<file path="src/rtl/ddr_init_sequencer.sv">
// DDR SDRAM power-up init sequencer with periodic auto-refresh request timer.
// Runs the JEDEC init command sequence after clock lock, then raises init_done
// and requests auto-refresh every T_REFI cycles via a req/ack handshake.
//
// state     | meaning
// ----------+-----------------------------------------------------------
// WAIT_LOCK | idle until the DDR clock reports lock
// STABLE    | CKE low, NOP for T_STABLE cycles
// CKE_ON    | CKE raised, one NOP cycle
// PRE1      | PRECHARGE all issued, waiting T_RP
// EMR       | LOAD MODE (extended) issued, waiting T_MRD
// MR_DLL    | LOAD MODE with DLL reset issued, waiting T_MRD
// PRE2      | PRECHARGE all issued, waiting T_RP
// REF1      | AUTO REFRESH issued, waiting T_RFC
// REF2      | AUTO REFRESH issued, waiting T_RFC
// MR        | final LOAD MODE issued (one cycle)
// DLL_WAIT  | NOP for T_DLL cycles; covers the MRD gap after the final MR
// DONE      | init complete, refresh timer running
module ddr_init_sequencer #(
  parameter int unsigned T_STABLE  = 20000,
  parameter int unsigned T_RP      = 2,
  parameter int unsigned T_MRD     = 2,
  parameter int unsigned T_RFC     = 8,
  parameter int unsigned T_DLL     = 200,
  parameter int unsigned T_REFI    = 780,
  parameter logic [12:0] MODE_REG  = 13'h021,
  parameter logic [12:0] EMODE_REG = 13'h000
) (
  input  logic        clk,
  input  logic        reset_n,
  input  logic        clk_ok,
  output logic        ddr_cke,
  output logic [3:0]  ddr_cmd,
  output logic [1:0]  ddr_ba,
  output logic [12:0] ddr_addr,
  output logic        init_done,
  output logic        refresh_req,
  input  logic        refresh_ack,
  output logic        refresh_overrun
);

  localparam logic [3:0]  CMD_NOP  = 4'b0111;
  localparam logic [3:0]  CMD_PRE  = 4'b0010;
  localparam logic [3:0]  CMD_REF  = 4'b0001;
  localparam logic [3:0]  CMD_LMR  = 4'b0000;
  localparam logic [12:0] ADDR_ALL_BANKS = 13'h400;
  localparam logic [12:0] DLL_RESET_BIT  = 13'h100;

  localparam int unsigned MAX_A   = (T_STABLE > T_DLL) ? T_STABLE : T_DLL;
  localparam int unsigned MAX_B   = (T_RP > T_MRD) ? T_RP : T_MRD;
  localparam int unsigned MAX_C   = (MAX_B > T_RFC) ? MAX_B : T_RFC;
  localparam int unsigned CNT_MAX = (MAX_A > MAX_C) ? MAX_A : MAX_C;
  localparam int CNT_W = $clog2(CNT_MAX + 1);
  localparam int REF_W = (T_REFI > 2) ? $clog2(T_REFI) : 1;

  typedef enum logic [3:0] {
    WAIT_LOCK, STABLE, CKE_ON, PRE1, EMR, MR_DLL,
    PRE2, REF1, REF2, MR, DLL_WAIT, DONE
  } state_t;

  state_t             state, state_nxt;
  logic [CNT_W-1:0]   cnt, cnt_nxt;
  logic               cnt_zero;
  logic [3:0]         cmd_nxt;
  logic [1:0]         ba_nxt;
  logic [12:0]        addr_nxt;
  logic               cke_nxt;
  logic               done_nxt;
  logic [REF_W-1:0]   ref_cnt;
  logic               ref_wrap;

  assign cnt_zero = (cnt == '0);
  assign ref_wrap = (ref_cnt == REF_W'(T_REFI - 1));

  // Next state, dwell counter reload and the command issued on entry to a state.
  always_comb begin
    state_nxt = state;
    cnt_nxt   = cnt;
    cmd_nxt   = CMD_NOP;
    ba_nxt    = 2'b00;
    addr_nxt  = '0;
    if (!clk_ok) begin
      state_nxt = WAIT_LOCK;
      cnt_nxt   = '0;
    end else begin
      if (!cnt_zero) cnt_nxt = cnt - CNT_W'(1);
      case (state)
        WAIT_LOCK: begin
          state_nxt = STABLE;
          cnt_nxt   = CNT_W'(T_STABLE - 1);
        end
        STABLE: if (cnt_zero) begin
          state_nxt = CKE_ON;
          cnt_nxt   = '0;
        end
        CKE_ON: if (cnt_zero) begin
          state_nxt = PRE1;
          cnt_nxt   = CNT_W'(T_RP - 1);
          cmd_nxt   = CMD_PRE;
          addr_nxt  = ADDR_ALL_BANKS;
        end
        PRE1: if (cnt_zero) begin
          state_nxt = EMR;
          cnt_nxt   = CNT_W'(T_MRD - 1);
          cmd_nxt   = CMD_LMR;
          ba_nxt    = 2'b01;
          addr_nxt  = EMODE_REG;
        end
        EMR: if (cnt_zero) begin
          state_nxt = MR_DLL;
          cnt_nxt   = CNT_W'(T_MRD - 1);
          cmd_nxt   = CMD_LMR;
          addr_nxt  = MODE_REG | DLL_RESET_BIT;
        end
        MR_DLL: if (cnt_zero) begin
          state_nxt = PRE2;
          cnt_nxt   = CNT_W'(T_RP - 1);
          cmd_nxt   = CMD_PRE;
          addr_nxt  = ADDR_ALL_BANKS;
        end
        PRE2: if (cnt_zero) begin
          state_nxt = REF1;
          cnt_nxt   = CNT_W'(T_RFC - 1);
          cmd_nxt   = CMD_REF;
        end
        REF1: if (cnt_zero) begin
          state_nxt = REF2;
          cnt_nxt   = CNT_W'(T_RFC - 1);
          cmd_nxt   = CMD_REF;
        end
        REF2: if (cnt_zero) begin
          state_nxt = MR;
          cnt_nxt   = '0;
          cmd_nxt   = CMD_LMR;
          addr_nxt  = MODE_REG & ~DLL_RESET_BIT;
        end
        MR: if (cnt_zero) begin
          state_nxt = DLL_WAIT;
          cnt_nxt   = CNT_W'(T_DLL - 1);
        end
        DLL_WAIT: if (cnt_zero) begin
          state_nxt = DONE;
          cnt_nxt   = '0;
        end
        DONE: cnt_nxt = '0;
        default: begin
          state_nxt = WAIT_LOCK;
          cnt_nxt   = '0;
        end
      endcase
    end
    cke_nxt  = (state_nxt != WAIT_LOCK) && (state_nxt != STABLE);
    done_nxt = (state_nxt == DONE);
  end

  // State and dwell counter registers.
  always_ff @(posedge clk or negedge reset_n) begin
    if (!reset_n) begin
      state <= WAIT_LOCK;
      cnt   <= '0;
    end else begin
      state <= state_nxt;
      cnt   <= cnt_nxt;
    end
  end

  // Registered command bus and status outputs.
  always_ff @(posedge clk or negedge reset_n) begin
    if (!reset_n) begin
      ddr_cke   <= 1'b0;
      ddr_cmd   <= CMD_NOP;
      ddr_ba    <= 2'b00;
      ddr_addr  <= '0;
      init_done <= 1'b0;
    end else begin
      ddr_cke   <= cke_nxt;
      ddr_cmd   <= cmd_nxt;
      ddr_ba    <= ba_nxt;
      ddr_addr  <= addr_nxt;
      init_done <= done_nxt;
    end
  end

  // Refresh interval timer with req/ack handshake; overrun survives clock loss.
  always_ff @(posedge clk or negedge reset_n) begin
    if (!reset_n) begin
      ref_cnt         <= '0;
      refresh_req     <= 1'b0;
      refresh_overrun <= 1'b0;
    end else if (!clk_ok || state != DONE) begin
      ref_cnt     <= '0;
      refresh_req <= 1'b0;
    end else if (ref_wrap) begin
      ref_cnt     <= '0;
      refresh_req <= 1'b1;
      if (refresh_req && !refresh_ack) refresh_overrun <= 1'b1;
    end else begin
      ref_cnt <= ref_cnt + REF_W'(1);
      if (refresh_ack) refresh_req <= 1'b0;
    end
  end

endmodule
</file>
<file path="config.mk">
export PLATFORM = sky130hd
export DESIGN_NAME = ddr_init_sequencer
export DESIGN_NICKNAME = d
export VERILOG_FILES = /design/src/rtl/ddr_init_sequencer.sv
export SDC_FILE = /design/constraint.sdc
export NUM_CORES = 1
export LEC_CHECK = 0
export BUFFER_PORTS_ARGS = -buffer_cell sky130_fd_sc_hd__buf_2
export CORE_ASPECT_RATIO = 1.1
export CORE_UTILIZATION = 45
export DETAILED_ROUTE_END_ITERATION = 8
export PLACE_DENSITY = 0.69
export SYNTH_ARGS = -nofsm -noshare
export SYNTH_HDL_FRONTEND = slang
export SYNTH_SLANG_ARGS = --single-unit
</file>
<file path="constraint.sdc">
create_clock -name clk -period 6.1 [get_ports clk]
set_input_delay 1.22 -clock clk [delete_from_list [all_inputs] [get_ports clk]]
set_output_delay 1.22 -clock clk [all_outputs]
set_load 0.005 [all_outputs]
</file>
# Word-level counts from Yosys, hierarchy flattened
# Index checks and enable logic that the tools add are counted.
[classes]
n_mux = 36
addsub = 2
reduce_logical = 15
n_bitwise = 1
n_eq_ne = 15
[ops]
columns = ["cell", "n"]
rows = [
  ["$mux W15", 5],
  ["$pmux W15 S5", 1],
  ["$mux W4", 12],
  ["$pmux W4 S12", 1],
  ["$pmux W11 S3", 1],
  ["$eq A4 B4 Y1 const B", 5],
  ["$mux W10", 2],
  ["$eq A4 B3 Y1 const B", 4],
  ["$logic_not A15 Y1", 1],
  ["$sub A15 B1 Y15 const B", 1],
  ["$mux W13", 1],
  ["$mux W11", 1],
  ["$add A10 B1 Y10 const B", 1],
  ["$eq A10 B10 Y1 const B", 1],
  ["$mux W3", 3],
  ["$mux W9", 1],
  ["$pmux W3 S3", 1],
  ["$eq A4 B2 Y1 const B", 2],
  ["$mux W6", 1],
  ["$reduce_or A3 Y1", 2],
  ["$mux W1", 5],
  ["$eq A4 B1 Y1 const B", 1],
  ["$logic_not A4 Y1", 1],
  ["$ne A4 B1 Y1 const B", 1],
  ["other kinds (11)", 14],
]
[word_totals]
input_bits = 4
output_inout_bits = 23
word_cells = 79
ff_bits = 52

# Logic depth before layout (Yosys ltp)
[logic_depth]
ltp_word = 6
depth_mapped = 8
depth_no_buf = 7

# Least setup slack after synthesis
# OpenSTA, ideal clock, no wires.
[synth_path]
path_kind = "input-to-reg"
startpoint = "input clk_ok"
endpoint = "register cnt[10]"
stages = 4
setup_time_ns = 0.083
setup_slack_ns = 4.087
arrival_ns = 1.930
required_time_ns = 6.017
cell_sequence = "clkbuf_1 > and3_1 > nand2_1 > o21ai_0"
[synth_between]
elab_chain_len = 1
[synth_rtl]
columns = ["item", "line", "text"]
rows = [
  ["start: declaration", "31", "input logic clk_ok,"],
  ["$mux W15", "82", "if (!clk_ok) begin"],
  ["via cnt_nxt[10]", "62", "logic [CNT_W-1:0] cnt, cnt_nxt;"],
  ["end signal: assignment", "163", "cnt <= cnt_nxt;"],
  ["end: declaration", "62", ""],
]
# The timed path passes the listed nets, and every way through them passes these cells.
# A chain may end at the register's enable or synchronous reset.

# Worst setup path in the final report
[layout_path]
startpoint = "register cnt[0]"
endpoint = "register cnt[1]"
[layout_between]
elab_chain_len = 4
word_cells_on_any_way = 8
[layout_rtl]
columns = ["item", "line", "text"]
rows = [
  ["$sub A15 B1 Y15 or $logic_not A15 Y1 (tied branches)", "86, 72", ""],
  ["$mux W15 (on tied branches)", "--", ""],
  ["$pmux W15 S5 *", "87", "case (state)"],
  ["$mux W15 *", "82", ""],
  ["via cnt_nxt[1]", "62", ""],
]
# Mark *: on every way through the listed nets, which the timed path passes. The rest lies on a longest branch.

==> key figures <==
Status
  • Status: completed

Layout
  • Final core utilization: 50.1%
  • Final #Nets: 249
  • Most common cell after layout, fill and taps aside: dfrtp_1
  • Layout cells sized above 1: 13.6%
  • Syn-to-layout area delta: 7.44%
  • N_diodes: 0
  • Most frequent cells in the layout: 37 x dfrtp_1, 34 x nor2_1, 19 x nand2_1

Timing
  • Worst Tran Pin Value: 0.875 ns
  • Max Fclk: 410 MHz
  • Final hold slack: 0.471 ns
  • Worst Skew: 0.0128 ns
  • Min Tclk post-route: 2.44 ns
  • Final hold vios: 0
  • Setup repair after global routing missed its margin: false
  • Setup_tns: 0 ns
  • Final period util: 40.0%
  • Endpoints failing setup: 0
  • Slew HR: 41.6%
  • Max-slew violations: 0

Yosys
  • Post-Syn Instances: 229
  • Library cells used by synthesis: 46
  • Synth Area in Adders: 1.74%
  • Synth Area in Simple Gates: 26.4%
  • Yosys reg bits: 40
  • Synthesized area per cell: 9.40 um^2
  • Fraction of the yosys area taken by sequential cells: 46.7%
  • Compound-Gate Fraction of Synth Area: 9.76%
  • Multiplexer area fraction after synthesis: 0%
  • Post-Syn Area: 0.00215 mm^2
  • Largest family of logic cells by synthesized area: simple AND/OR/NAND/NOR gates
  • Ys Warns: 0
  • XOR/XNOR share of the synthesized area: 8.13%

Route
  • WL/cell: 13.5 um
  • DRT iter0 DRCs: 36
  • Vias per cell: 5.30
  • Via count: 1,584
  • Antenna Nets Post-Route: 0
  • Routed WL: 4040 um
  • Pre-Repair DR Iteration Count: 4
  • Drt drc: 0

Clocking
  • Postcts setup bufs: 0
  • Clk sinks: 40
  • Clk slew on worst S/H paths: 0.09 ns
  • Clock tree from TritonCTS: built
  • Cts hold-fix bufs: 0
  • Post-CTS Resized: 0
  • Clock latency on the worst-skew pair: 0.30 ns
  • Clock Path Buffers: 2
  • CTS Root Buffer Type: clkbuf_8
  • Number of buffers created by CTS: 5
  • H-tree lvl count: 2

Min path
  • Hold path cells: 1
  • Min-Delay Path Class: reg2reg

Global routing
  • Vias in the first global route: 1,421
  • Global-route wire length before repair: 6540 um
  • Total congestion overflow: 0
  • Total GRT Usage: 17.4%
  • Largest net degree at the start of global routing: 41
  • Initial antenna violation count: 0

Floorplanning
  • Die Y: 74.6 um
  • Starting Density: 46.6%
  • Top Ports: 27
  • Die W: 68.0 um
  • Rows: 26
  • Die area: 0.00507 mm^2
  • Core area: 0.00462 mm^2

Worst setup path
  • Largest delay share family, worst path: simple AND/OR/NAND/NOR gates
  • Max stage delay cell, worst path: nor4b_4
  • Crit path cell chain: inv_1 -> ha_1 -> nor4b_1 -> nor4b_4 -> a2111oi_0 -> nor2_1 -> o21ai_0
  • Worst Path Required: 6.25 ns
  • Stages on worst setup path: 7
  • CP bufs+invs: 1
  • CP Max Fanout: 12
  • Critical Path AT: 2.59 ns
  • Startpoint Class: flip-flop
  • WS Path Type: reg2reg
  • Critical Path Max Stage Delay: 0.67 ns
  • Reg2Reg Depth: 7
  • Critical Path Sink Type: flip-flop

Pwr
  • Leakage: 0.00102 uW
  • VDD IR max: 0.120 mV
  • PwrDens: 254 mW/mm^2

Place
  • Dpl hpwl: 2780 um
  • Final Wtd Congestion: 0.783
  • IO buf count: 15

Flow run
  • Max-cap violations: 0
[path summary, 6_finish.rpt]
kind | start | to | slack, ns
worst max-delay path | cnt[0] | cnt[1] | 3.66
min in group asynchronous | reset_n | ref_cnt[7] | 1.04
worst max register to register | cnt[0] | cnt[1] | 3.66
worst min-delay path | refresh_overrun | refresh_overrun | 0.47
worst min register to register | refresh_overrun | refresh_overrun | 0.47
max in group asynchronous | reset_n | cnt[7] | 4.51
[registers in the layout (all words and copies together), names as in the netlist]
name / flops
ref_cnt: 10
refresh_overrun: 1
ddr_cke: 1
ddr_addr: 3
refresh_req: 1
ddr_cmd: 3
state: 4
ddr_ba: 1
init_done: 1
cnt: 15
[through the flow]
step | area (um^2) | instances | setup slack (ns) | power [uW]
5_1_grt | 2310 | 299 | 3.35 | 617
6_report | 2310 | 299 | 3.66 | 588
3_5_place_dp | 2200 | 291 | 3.64 | 373
4_1_cts | 2310 | 299 | 3.68 | 596
3_3_place_gp | 2200 | 291 | 3.78 | 371
2_1_floorplan | 2190 | 239 | 4.09 | 358
[per-layer routing]
layer	share of wire (%)	GRT usage [%]	wire length, um	vias up
met2	48	27.0	1920	22
met5	0	0	0	-
met3	2.9	4.91	119	9
met4	2.3	7.41	91	0
met1	47	22.6	1910	756
li1	-	-	-	797
[cells in the mapped netlist (all sizes together)]
| cell | count | share of area, % |
|---|---|---|
| nand4 | 1 | 0.29 |
| o311ai | 1 | 0.41 |
| xnor2 | 11 | 4.5 |
| nor3 | 11 | 2.6 |
| a211oi | 2 | 0.70 |
| and4 | 3 | 1.2 |
| o31a | 1 | 0.41 |
| nor2b | 2 | 0.58 |
| a32oi | 1 | 0.41 |
| o211ai | 1 | 0.35 |
| or4 | 2 | 0.87 |
| clkbuf | 5 | 1.3 |
| nor2 | 34 | 5.9 |
| and3b | 1 | 0.46 |
| dfrtp | 37 | 43 |
| o21ai | 16 | 3.7 |
| conb | 1 | 0.17 |
| a21oi | 6 | 1.6 |
| nor3b | 1 | 0.35 |
| and2 | 3 | 0.87 |
| ha | 3 | 1.7 |
| nand3 | 12 | 2.8 |
| nand2b | 5 | 1.5 |
| a2111oi | 1 | 0.41 |
| nand3b | 1 | 0.35 |
| a21boi | 1 | 0.35 |
| and4b | 1 | 0.46 |
| dfstp | 3 | 3.7 |
| nor4 | 4 | 1.2 |
| o21bai | 1 | 0.35 |
| nand2 | 20 | 3.8 |
| or2 | 1 | 0.29 |
| and3 | 5 | 1.5 |
| o221ai | 2 | 1.1 |
| xor2 | 9 | 3.7 |
| nor4b | 2 | 1.5 |
| inv | 4 | 0.70 |
| buf | 14 | 5.1 |
[cells by family (layout without fill, tap and decap cells)]
kind of cell    count (synthesis)  in the layout
fa+ha+maj                       3              3
buf+inv                        23             27
flops                          40             40
simple gates                  109            109
xor+xnor                       20             20
other cells                     1             11
compound gates                 33             33
[layout make-up]
class | count | area [um^2]
clock buffer | 5 | 68.8
clock inverter | 3 | 46.3
fill | 434 | 2310
inverter | 4 | 15.0
multi-input combinational | 176 | 1030
sequential | 40 | 1000
tap | 56 | 70.1
timing repair buffer | 15 | 75.1
[where the power goes]
group	internal (uW)	leakage, uW	switching (uW)
clock network	123	0.0000548	96.1
logic	31.1	0.000430	46.9
registers	276	0.000533	14.5
Note: power is estimated with default switching activity, not from simulation.
